==> config.mk <==
export PLATFORM = sky130hd
export DESIGN_NAME = user_position_ctl
export DESIGN_NICKNAME = d
export VERILOG_FILES = /design/src/rtl/user_pos_pkg.sv /design/src/rtl/user_corner_addr.sv /design/src/rtl/user_position_ctl.sv
export SDC_FILE = /design/constraint.sdc
export NUM_CORES = 1
export LEC_CHECK = 0
export BUFFER_PORTS_ARGS = -buffer_cell sky130_fd_sc_hd__buf_2
export CAP_MARGIN = 20
export CORE_MARGIN = 1
export CORE_UTILIZATION = 55
export DETAILED_ROUTE_END_ITERATION = 16
export PLACE_DENSITY = 0.85
export SYNTH_ARGS = -nofsm -noshare
export SYNTH_HDL_FRONTEND = slang
export SYNTH_SLANG_ARGS = --single-unit
==> constraint.sdc <==
create_clock -name pclk -period 4.4 [get_ports pclk]
set_clock_uncertainty 0.2 [all_clocks]
set_input_delay 0 -clock pclk [delete_from_list [all_inputs] [get_ports pclk]]
set_output_delay 0 -clock pclk [all_outputs]
set_load 0.01 [all_outputs]
==> src/rtl/user_pos_pkg.sv <==
// Shared types and constants for the user position controller and its collision helpers.
package user_pos_pkg;

  localparam int H_ACTIVE = 800;
  localparam int V_ACTIVE = 600;

  typedef enum logic [2:0] {
    IDLE   = 3'd0,
    CALC   = 3'd1,
    QUERY  = 3'd2,
    WAIT   = 3'd3,
    COMMIT = 3'd4
  } state_t;

  typedef enum logic [1:0] {
    DIR_UP    = 2'd0,
    DIR_DOWN  = 2'd1,
    DIR_LEFT  = 2'd2,
    DIR_RIGHT = 2'd3
  } dir_t;

  // One step along an axis, clamped to [0, max_pos]; the 13-bit sum keeps the overflow visible.
  function automatic logic [11:0] step_sat(input logic [11:0] pos, input logic [11:0] step,
                                           input logic [11:0] max_pos, input logic inc);
    logic [12:0] sum;
    sum = {1'b0, pos} + {1'b0, step};
    if (inc) begin
      step_sat = (sum > {1'b0, max_pos}) ? max_pos : sum[11:0];
    end else begin
      step_sat = (pos < step) ? 12'd0 : (pos - step);
    end
  endfunction

endpackage

==> src/rtl/user_corner_addr.sv <==
// Maps a rectangle origin plus corner index to the {row, col} tile address of that corner.
module user_corner_addr
  import user_pos_pkg::*;
#(
  parameter int WIDTH     = 100,
  parameter int HEIGHT    = 100,
  parameter int TILE_LOG2 = 4
) (
  input  logic [11:0] i_x,
  input  logic [11:0] i_y,
  input  logic [1:0]  i_corner,
  output logic [11:0] o_addr
);

  logic [11:0] w_px;
  logic [11:0] w_py;

  // Corner bit 0 selects the right edge, bit 1 the bottom edge.
  always_comb begin
    w_px   = i_x + (i_corner[0] ? 12'(WIDTH - 1) : 12'd0);
    w_py   = i_y + (i_corner[1] ? 12'(HEIGHT - 1) : 12'd0);
    o_addr = {6'(w_py >> TILE_LOG2), 6'(w_px >> TILE_LOG2)};
  end

endmodule

==> src/rtl/user_position_ctl.sv <==
// Moves the user rectangle one step per frame tick, rejecting moves whose corners land on wall tiles.
module user_position_ctl
  import user_pos_pkg::*;
#(
  parameter int WIDTH     = 100,
  parameter int HEIGHT    = 100,
  parameter int STEP      = 4,
  parameter int X_START   = 0,
  parameter int Y_START   = 250,
  parameter int TILE_LOG2 = 4
) (
  input  logic        pclk,
  input  logic        rst_n,
  input  logic        vsync_in,
  input  logic        key_up,
  input  logic        key_down,
  input  logic        key_left,
  input  logic        key_right,
  input  logic        restart,
  input  logic        game_won,
  output logic [11:0] wall_addr,
  output logic        wall_req,
  input  logic        wall_hit,
  output logic [11:0] x_pos,
  output logic [11:0] y_pos,
  output logic        busy,
  output logic        moved,
  output logic        blocked
);

  localparam logic [11:0] X_MAX   = 12'(H_ACTIVE - WIDTH);
  localparam logic [11:0] Y_MAX   = 12'(V_ACTIVE - HEIGHT);
  localparam logic [11:0] STEP12  = 12'(STEP);
  localparam logic [11:0] X_START12 = 12'(X_START);
  localparam logic [11:0] Y_START12 = 12'(Y_START);

  state_t      r_state;
  state_t      w_state_nxt;
  logic        r_vsync_q;
  logic        w_tick;
  logic        w_key_any;
  dir_t        w_dir;
  logic [11:0] w_cand_x;
  logic [11:0] w_cand_y;
  logic        w_same;
  logic [1:0]  r_corner;
  logic        r_acc;
  logic [11:0] r_cand_x;
  logic [11:0] r_cand_y;
  logic [11:0] r_x;
  logic [11:0] r_y;
  logic [11:0] r_wall_addr;
  logic        r_wall_req;
  logic        r_busy;
  logic        r_moved;
  logic        r_blocked;
  logic        w_req_nxt;
  logic        w_busy_nxt;
  logic [11:0] w_addr_x;
  logic [11:0] w_addr_y;
  logic [1:0]  w_addr_corner;
  logic [11:0] w_addr;

  assign w_tick    = vsync_in & ~r_vsync_q;
  assign w_key_any = key_up | key_down | key_left | key_right;
  assign w_same    = (w_cand_x == r_x) && (w_cand_y == r_y);

  // Candidate position from the highest-priority held key.
  always_comb begin
    w_cand_x = r_x;
    w_cand_y = r_y;
    if (key_up) begin
      w_dir = DIR_UP;
    end else if (key_down) begin
      w_dir = DIR_DOWN;
    end else if (key_left) begin
      w_dir = DIR_LEFT;
    end else begin
      w_dir = DIR_RIGHT;
    end
    case (w_dir)
      DIR_UP:    w_cand_y = step_sat(r_y, STEP12, Y_MAX, 1'b0);
      DIR_DOWN:  w_cand_y = step_sat(r_y, STEP12, Y_MAX, 1'b1);
      DIR_LEFT:  w_cand_x = step_sat(r_x, STEP12, X_MAX, 1'b0);
      DIR_RIGHT: w_cand_x = key_right ? step_sat(r_x, STEP12, X_MAX, 1'b1) : r_x;
      default:   w_cand_x = r_x;
    endcase
  end

  // FSM state register.
  always_ff @(posedge pclk or negedge rst_n) begin
    if (!rst_n) begin
      r_state <= IDLE;
    end else begin
      r_state <= w_state_nxt;
    end
  end

  // FSM next-state logic; restart wins over every state.
  always_comb begin
    case (r_state)
      IDLE:    w_state_nxt = (w_tick && !game_won && w_key_any) ? CALC : IDLE;
      CALC:    w_state_nxt = w_same ? IDLE : QUERY;
      QUERY:   w_state_nxt = (r_corner == 2'd3) ? WAIT : QUERY;
      WAIT:    w_state_nxt = COMMIT;
      COMMIT:  w_state_nxt = IDLE;
      default: w_state_nxt = IDLE;
    endcase
    if (restart) begin
      w_state_nxt = IDLE;
    end else begin
      w_state_nxt = w_state_nxt;
    end
  end

  // FSM outputs: the address for the next QUERY cycle is prepared one cycle early so it can be registered.
  always_comb begin
    w_req_nxt  = (w_state_nxt == QUERY);
    w_busy_nxt = (w_state_nxt != IDLE);
    if (r_state == CALC) begin
      w_addr_x      = w_cand_x;
      w_addr_y      = w_cand_y;
      w_addr_corner = 2'd0;
    end else begin
      w_addr_x      = r_cand_x;
      w_addr_y      = r_cand_y;
      w_addr_corner = r_corner + 2'd1;
    end
  end

  user_corner_addr #(
    .WIDTH    (WIDTH),
    .HEIGHT   (HEIGHT),
    .TILE_LOG2(TILE_LOG2)
  ) u_corner_addr (
    .i_x     (w_addr_x),
    .i_y     (w_addr_y),
    .i_corner(w_addr_corner),
    .o_addr  (w_addr)
  );

  // Datapath: candidate latch, hit accumulation, position commit and registered outputs.
  always_ff @(posedge pclk or negedge rst_n) begin
    if (!rst_n) begin
      r_vsync_q   <= 1'b0;
      r_corner    <= 2'd0;
      r_acc       <= 1'b0;
      r_cand_x    <= X_START12;
      r_cand_y    <= Y_START12;
      r_x         <= X_START12;
      r_y         <= Y_START12;
      r_wall_addr <= 12'd0;
      r_wall_req  <= 1'b0;
      r_busy      <= 1'b0;
      r_moved     <= 1'b0;
      r_blocked   <= 1'b0;
    end else begin
      r_vsync_q  <= vsync_in;
      r_wall_req <= w_req_nxt;
      r_busy     <= w_busy_nxt;
      r_moved    <= 1'b0;
      r_blocked  <= 1'b0;
      if (w_req_nxt) begin
        r_wall_addr <= w_addr;
      end
      if (restart) begin
        r_x      <= X_START12;
        r_y      <= Y_START12;
        r_acc    <= 1'b0;
        r_corner <= 2'd0;
      end else begin
        case (r_state)
          CALC: begin
            r_cand_x <= w_cand_x;
            r_cand_y <= w_cand_y;
            r_corner <= 2'd0;
            r_acc    <= 1'b0;
          end
          QUERY: begin
            r_corner <= r_corner + 2'd1;
            if (r_corner != 2'd0) begin
              r_acc <= r_acc | wall_hit;
            end
          end
          WAIT: r_acc <= r_acc | wall_hit;
          COMMIT: begin
            if (!r_acc) begin
              r_x     <= r_cand_x;
              r_y     <= r_cand_y;
              r_moved <= 1'b1;
            end else begin
              r_blocked <= 1'b1;
            end
          end
          default: r_corner <= r_corner;
        endcase
      end
    end
  end

  assign wall_addr = r_wall_addr;
  assign wall_req  = r_wall_req;
  assign x_pos     = r_x;
  assign y_pos     = r_y;
  assign busy      = r_busy;
  assign moved     = r_moved;
  assign blocked   = r_blocked;

endmodule

**Word level (Yosys, flattened, before mapping)**

Cells that the tools add are included.

- Bits of input ports: 10
- Flip-flop bits (word level): 71
- Output and inout bits: 40

- Muxes and demuxes: 37
- Bitwise logic cells: 6
- Equal/unequal tests: 13
- Add/subtract/negate cells: 7
- Reduce and logical (&&, ||, !) cells: 13
- $lt $le $gt $ge: 4

Operators with widths:

| cell | count |
|---|---|
| 12-bit two-way mux | 13 |
| 12-bit one-hot mux with 2 select lines | 2 |
| 12-bit by 3-bit adder with 13-bit output (second input constant) | 2 |
| 12-bit equality test | 2 |
| 12-bit by 3-bit < comparator with 1-bit output (second input constant) | 2 |
| 12-bit by 3-bit subtractor with 12-bit output (second input constant) | 2 |
| 10-bit adder | 2 |
| 7-bit two-way mux | 2 |
| 13-bit by 10-bit greater-than comparator with 1-bit output (second input constant) | 1 |
| 13-bit by 9-bit greater-than comparator with 1-bit output (second input constant) | 1 |
| 3-bit one-hot mux with 4 select lines | 1 |
| 1-bit two-way mux | 11 |
| 2-bit two-way mux | 5 |
| 3-bit by 2-bit equality test with 1-bit output (second input constant) | 3 |
| 2-bit equality test (second input constant) | 3 |
| 3-bit nonzero test | 2 |
| 1-bit bitwise OR | 4 |
| 2-bit one-hot mux with 2 select lines | 1 |
| 2-bit AND reduction | 2 |
| 2-bit nonzero test | 2 |
| 4-bit nonzero test | 1 |
| 3-bit by 1-bit equality test with 1-bit output (second input constant) | 1 |
| 3-bit equality test (second input constant) | 1 |
| 1-bit logical AND | 3 |
| 11 further kinds | 11 |

**Depth between registers and ports, before layout**

- Depth in word-level cells: 11
- Depth in mapped cells: 21

**By module**

A second synthesis with hierarchy kept.

- Cell total of the unflattened synthesis: 637
- Area, all modules: 5456.5 um^2

Modules (own cells, without submodules):

| module | area an instance (um^2) | sequential area each (um^2) | cells each | instances |
|---|---|---|---|---|
| user_position_ctl | 5072.4 | 1791.7 | 582 | 1 |
| user_corner_addr | 384.1 | 0.0 | 55 | 1 |

**Least setup slack after synthesis**

OpenSTA, ideal clock, no wires.

- Kind: reg-to-reg
- Start point: reg r_x[2], in the netlist x_pos[2]
- End point: reg r_wall_addr[4], in the netlist wall_addr[4]
- Data arrival time: 4.056 ns
- Cell stages (with the launch flop): 22
- Library setup time: 0.125 ns
- Path slack: 0.019 ns
- Path buffers: 1
- Period minus slack after synthesis: 4.381 ns
- Path through: dfrtp_1 -> clkbuf_1 -> inv_1 -> ha_1 -> inv_1 -> a2111o_1 -> o21a_1 -> o211ai_1 -> a22oi_1 -> nor2_1 -> nor2b_1 -> nand2_1 -> nand2_1 -> ha_1 -> a31o_2 -> and3_1 -> and3_1 -> nor3_1 -> o31ai_1 -> and3b_1 -> xor2_1 -> mux2_4

RTL lines:

| element | line | text |
|---|---|---|
| start: declaration | user_position_ctl.sv:50 | `logic [11:0] r_x;` |
| start signal: assignment | user_position_ctl.sv:188 | `r_x <= r_cand_x;` |
| 12-bit by 3-bit adder with 13-bit output | user_pos_pkg.sv:26 | `sum = {1'b0, pos} + {1'b0, step};` |
| 13-bit by 10-bit greater-than comparator with 1-bit output | user_pos_pkg.sv:28 | `step_sat = (sum > {1'b0, max_pos}) ? max_pos : sum[11:0];` |
| 12-bit two-way mux | user_pos_pkg.sv:28 |  |
| 12-bit two-way mux | user_position_ctl.sv:85 | `DIR_RIGHT: w_cand_x = key_right ? step_sat(r_x, STEP12, X_MAX, 1'b1) : r_x;` |
| 12-bit one-hot mux with 2 select lines (*) | user_position_ctl.sv:81 | `case (w_dir)` |
| 12-bit two-way mux (*) | n/a |  |
| net u_corner_addr.i_x[1] | user_corner_addr.sv:9 | `input logic [11:0] i_x,` |
| 10-bit adder (*) | user_corner_addr.sv:20 | `w_px = i_x + (i_corner[0] ? 12'(WIDTH - 1) : 12'd0);` |
| end signal: assignment | user_position_ctl.sv:164 | `r_wall_addr <= w_addr;` |
| end: declaration | user_position_ctl.sv:52 | `logic [11:0] r_wall_addr;` |

The timed path passes the listed nets; every way through them passes the cells marked *.
A chain may end at the register's enable or synchronous reset.

**Worst setup path in the final report**

- Start point: reg r_x[2], in the netlist x_pos[2]
- End point: reg r_wall_addr[2], in the netlist wall_addr[2]

Same word-level chain as after synthesis.

==> metrics.md <==
| Metric | Value |
|---|---|
| Critical path depth | `18` |
| Overall power | `1.57 mW` |
| Max stage delay cell, worst path | `o31ai_1` |
| H-tree depth | `3` |
| Flop2flop setup slack | `0.11 ns` |
| Drt pass-1 iters | `6` |
| Vias | `5736` |
| Worst Path Arrival | `around 4.3 ns` |
| Count of different cell masters after synthesis | `82` |
| Worst Path Max Fanout | `5` |
| Fmax | `233 MHz` |
| Area grow syn2layout | `15.3%` |
| Hold Fails Final Rpt | `0` |
| N_diodes | `0` |
| Syn Nets | `between 700 and 800` |
| Leading area contributor after synthesis | `dfrtp_1` |
| R2R depth | `18` |
| Final min period | `roughly 4.3 ns` |
| GRT Resource Usage Total | `between 30% and 40%` |
| LEAKAGE | `2.83 nW` |
| Placeable Area | `9820 um^2` |
| Detail Placement HPWL | `12500 um` |
| Initial antenna violation count | `0` |
| Nets | `760` |
| Average routed wire per standard cell | `20.3 um` |
| Global routing usage on met3 | `6.37%` |
| GRT busiest layer | `met2` |
| Largest delay share family, worst path | `compound AO/OA/AOI/OAI gates` |
| Mapped Cells | `682` |
| Max incr delay on CP | `approximately 0.55 ns` |
| Post-Route WL | `17800 um` |
| Worst path cell trace | `inv_2, buf_6, ha_1, a2111o_1, o21a_1, o211ai_1, a22oi_1, nor2_1, nor2b_1, nand2_1, nand2_1, ha_1, a31o_2, o2111ai_1, o31ai_1, a21oi_1, xnor2_1, mux2_4` |
| Primary FF master, synth | `dfrtp_1` |
| Period utilisation layout | `97.5%` |
| Worst Path Buf+Inv | `2` |
| Core Rows | `36` |
| Hold Path Class | `in2reg` |
| Outcome | `finished, final reports clean` |
| Synthesized area | `5580 um^2` |
| Met2 Track Usage GR | `56.4%` |
| Met1 Use GR | `43.4%` |
| Placed instance area | `between 5000 and 6000 um^2` |
| RePlAce Congestion | `0.960` |
| Clock root cell | `clkbuf_8` |
| Number of flops mapped to enable cells by yosys | `0` |
| Utilization after layout | `65.5%` |
| # setup viols final | `0` |
| First-pass GRT wire length | `27400 um` |
| Worst-skew pair later-pin latency | `0.35 ns` |
| Yosys top cell area share | `26.5%` |
| RR Endpoint | `wall_addr[2]` |
| Final ANT Viol Nets | `0` |
| Syn_area_per_cell | `8.18 um^2` |
| Grt ovf | `0` |
| Required @ worst endpoint | `roughly 4.4 ns` |
| Port bufs | `between 40 and 50` |
| CP Launch Point | `x_pos[2]` |
| Share of cells above drive strength 1 | `23.9%` |
| Die footprint | `10500 um^2` |
| CTS Buf Count | `9` |
| Power Density | `243 nW/um^2` |
| VDD IR max | `0.000198 V` |
| Starting Density | `56.8%` |
| Clock transition at the registers of the reported paths | `approximately 0.080 ns` |
| Crit path capture type | `flop` |
| RR Startpoint | `x_pos[2]` |
| Die height | `103 um` |
| Pins Over Slew Limit | `0` |
| CTS Buffer Depth | `2` |
| Vias in the first global route | `between 5000 and 6000` |
| Post-synthesis sequential area ratio | `between 30% and 40%` |
| Slew @ Worst Pin | `0.721 ns` |
| Relative max-transition margin | `51.7%` |
| Startpoint Class | `flop` |
| Number of fill cells | `830` |
| Die X | `between 100 and 150 um` |
| Crit path to | `wall_addr[2]` |
| Clock Sinks | `71` |
| Largest net degree at the start of global routing | `between 40 and 50` |
| Synth area leaders | `dfrtp_1, nand2_1, o21ai_0, dfstp_2, ha_1` |
| CP Class | `reg2reg` |
| Number of synthesized register bits | `slightly above 70` |
| Initial DRC count | `about 470` |
| # IOs | `50` |
| DRC Markers | `0` |
| Post-synth ARST share | `100%` |
| CTS tree | `done` |
| Synth warnings | `0` |
| Design Area, Final | `6430 um^2` |
| Via-to-Cell Ratio | `between 6 and 7` |
| Maxcap violations | `0` |
==> sequential cells by signal, summed over array words and instances, names as in the netlist, 2 cells and up <==
| register | count |
|---|---|
| wall_addr | 12 |
| r_corner | 2 |
| y_pos | 12 |
| r_cand_x | 12 |
| r_cand_y | 12 |
| x_pos | 12 |
| r_state | 3 |
==> how the worst min path moves through the flow <==
stage | start | endpoint | slack, ns | cells past startpoint
global route | vsync_in | r_vsync_q | 0.12 | 2
CTS | vsync_in | r_vsync_q | 0.10 | 2
global placement | vsync_in | r_vsync_q | -0.08 | 1
floorplan | rst_n | blocked | -0.50 | 0
finish | vsync_in | r_vsync_q | 0.12 | 2
detailed placement | vsync_in | r_vsync_q | -0.08 | 1
==> layout by cell type, fill, tap and decap left out, drive strengths merged, types with 8 or more instances in the layout <==
master  synthesis  routed
o31ai          12      12
a31oi          10      10
mux2           12      12
o21ai          69      69
nand3          16      16
a22o           16      16
nor4           10      10
nand2          96      96
nor2           44      44
nor3           16      16
nor3b           8       8
nand4          12      12
a21oi          29      29
buf            17      93
nor2b          10      10
xnor2          14      14
dfstp          12      12
clkbuf         41      11
dfrtp          59      59
inv            16      17
ha             14      14
xor2           14      14
==> routing by layer <==
metal	share of wire, %	wire [um]	vias up
met5	0	0	-
met1	39	6860	2679
met3	9.3	1660	75
met4	4.6	816	0
met2	47	8430	367
li1	-	-	2615
==> final cells by class <==
type | count | area [um^2] | area share, %
Clock buffer | 10 | 138 | 2.14
Clock inverter | 6 | 43.8 | 0.681
Inverter | 17 | 63.8 | 0.992
Multi-Input combinational cell | 536 | 3540 | 55.0
Sequential cell | 71 | 1790 | 27.9
Tap cell | 133 | 166 | 2.59
Timing Repair Buffer | 101 | 691 | 10.7
==> power by group <==
group,internal (mW),leakage (nW),total (mW),switching [mW]
sequential,0.724,0.925,0.771,0.0471
combinational,0.133,1.82,0.298,0.165
clock,0.221,0.0809,0.497,0.276
==> cells by family after synthesis <==
| group | after synthesis | share of synthesized area [%] |
|---|---|---|
| AND/OR/NAND/NOR | 265 | 24.6 |
| AO/OA/AOI/OAI | 214 | 26.3 |
| buffers and inverters | 75 | 5.83 |
| flip-flops | 71 | 32.1 |
| XOR/XNOR | 28 | 4.40 |
| multiplexers | 15 | 3.57 |
| adder cells (fa/ha/maj) | 14 | 3.14 |
==> Yosys cell counts (4+ instances only) <==
cell	instances
o21a_1	5
o22a_1	6
nor4_1	7
mux2_4	9
nand4_1	12
a21o_1	4
nand3b_1	5
o211ai_1	6
xor2_1	14
dfrtp_1	59
a221oi_1	4
a31oi_1	10
ha_1	14
nor2b_1	10
a21oi_1	29
and2_1	6
a22oi_1	4
dfstp_2	12
xnor2_1	14
or2_2	7
inv_1	16
or3_1	5
buf_2	11
a21boi_0	4
nand2_1	95
o31ai_1	12
nand3_1	16
nor3_1	15
a22o_1	16
nand2b_1	7
a31o_2	6
o21ai_0	66
and3_1	7
clkbuf_1	41
nor2_1	44
nor3b_1	7
==> metrics by stage <==
stage | setup WS [ns] | hold WS (ns) | std cells | setup TNS [ns]
after floorplan | 0.0191 | -0.496 | 682 | 0
after global placement | 0.241 | -0.0788 | 840 | 0
after detailed placement | 0.160 | -0.0771 | 841 | 0
after CTS | 0.0387 | 0.104 | 863 | 0
after global routing | -0.000927 | 0.122 | 874 | -0.000927
final | 0.109 | 0.118 | 874 | 0
==> repair_timing <==
item | 4_1_cts | 5_1_grt
setup endpoints to repair | 0 | 6
endpoints found under the hold margin | 52 | 2
gates resized for setup | 0 | 20
buffers inserted | 0 | 8
hold buffers | 6 | 1
==> worst register-to-register path: cells and delay by family, from the launching register on <==
kind                       cells  cell delay [ns]
buffers and inverters          2             0.21
muxes                          1             0.27
xor gates and xnor gates       1             0.16
adders and majority gates      2             0.46
DFF                            1             0.41
and+or+nand+nor                4             0.36
AOI/OAI and AO/OA              8             2.11
No activity file was read; power rests on OpenSTA's default activity.
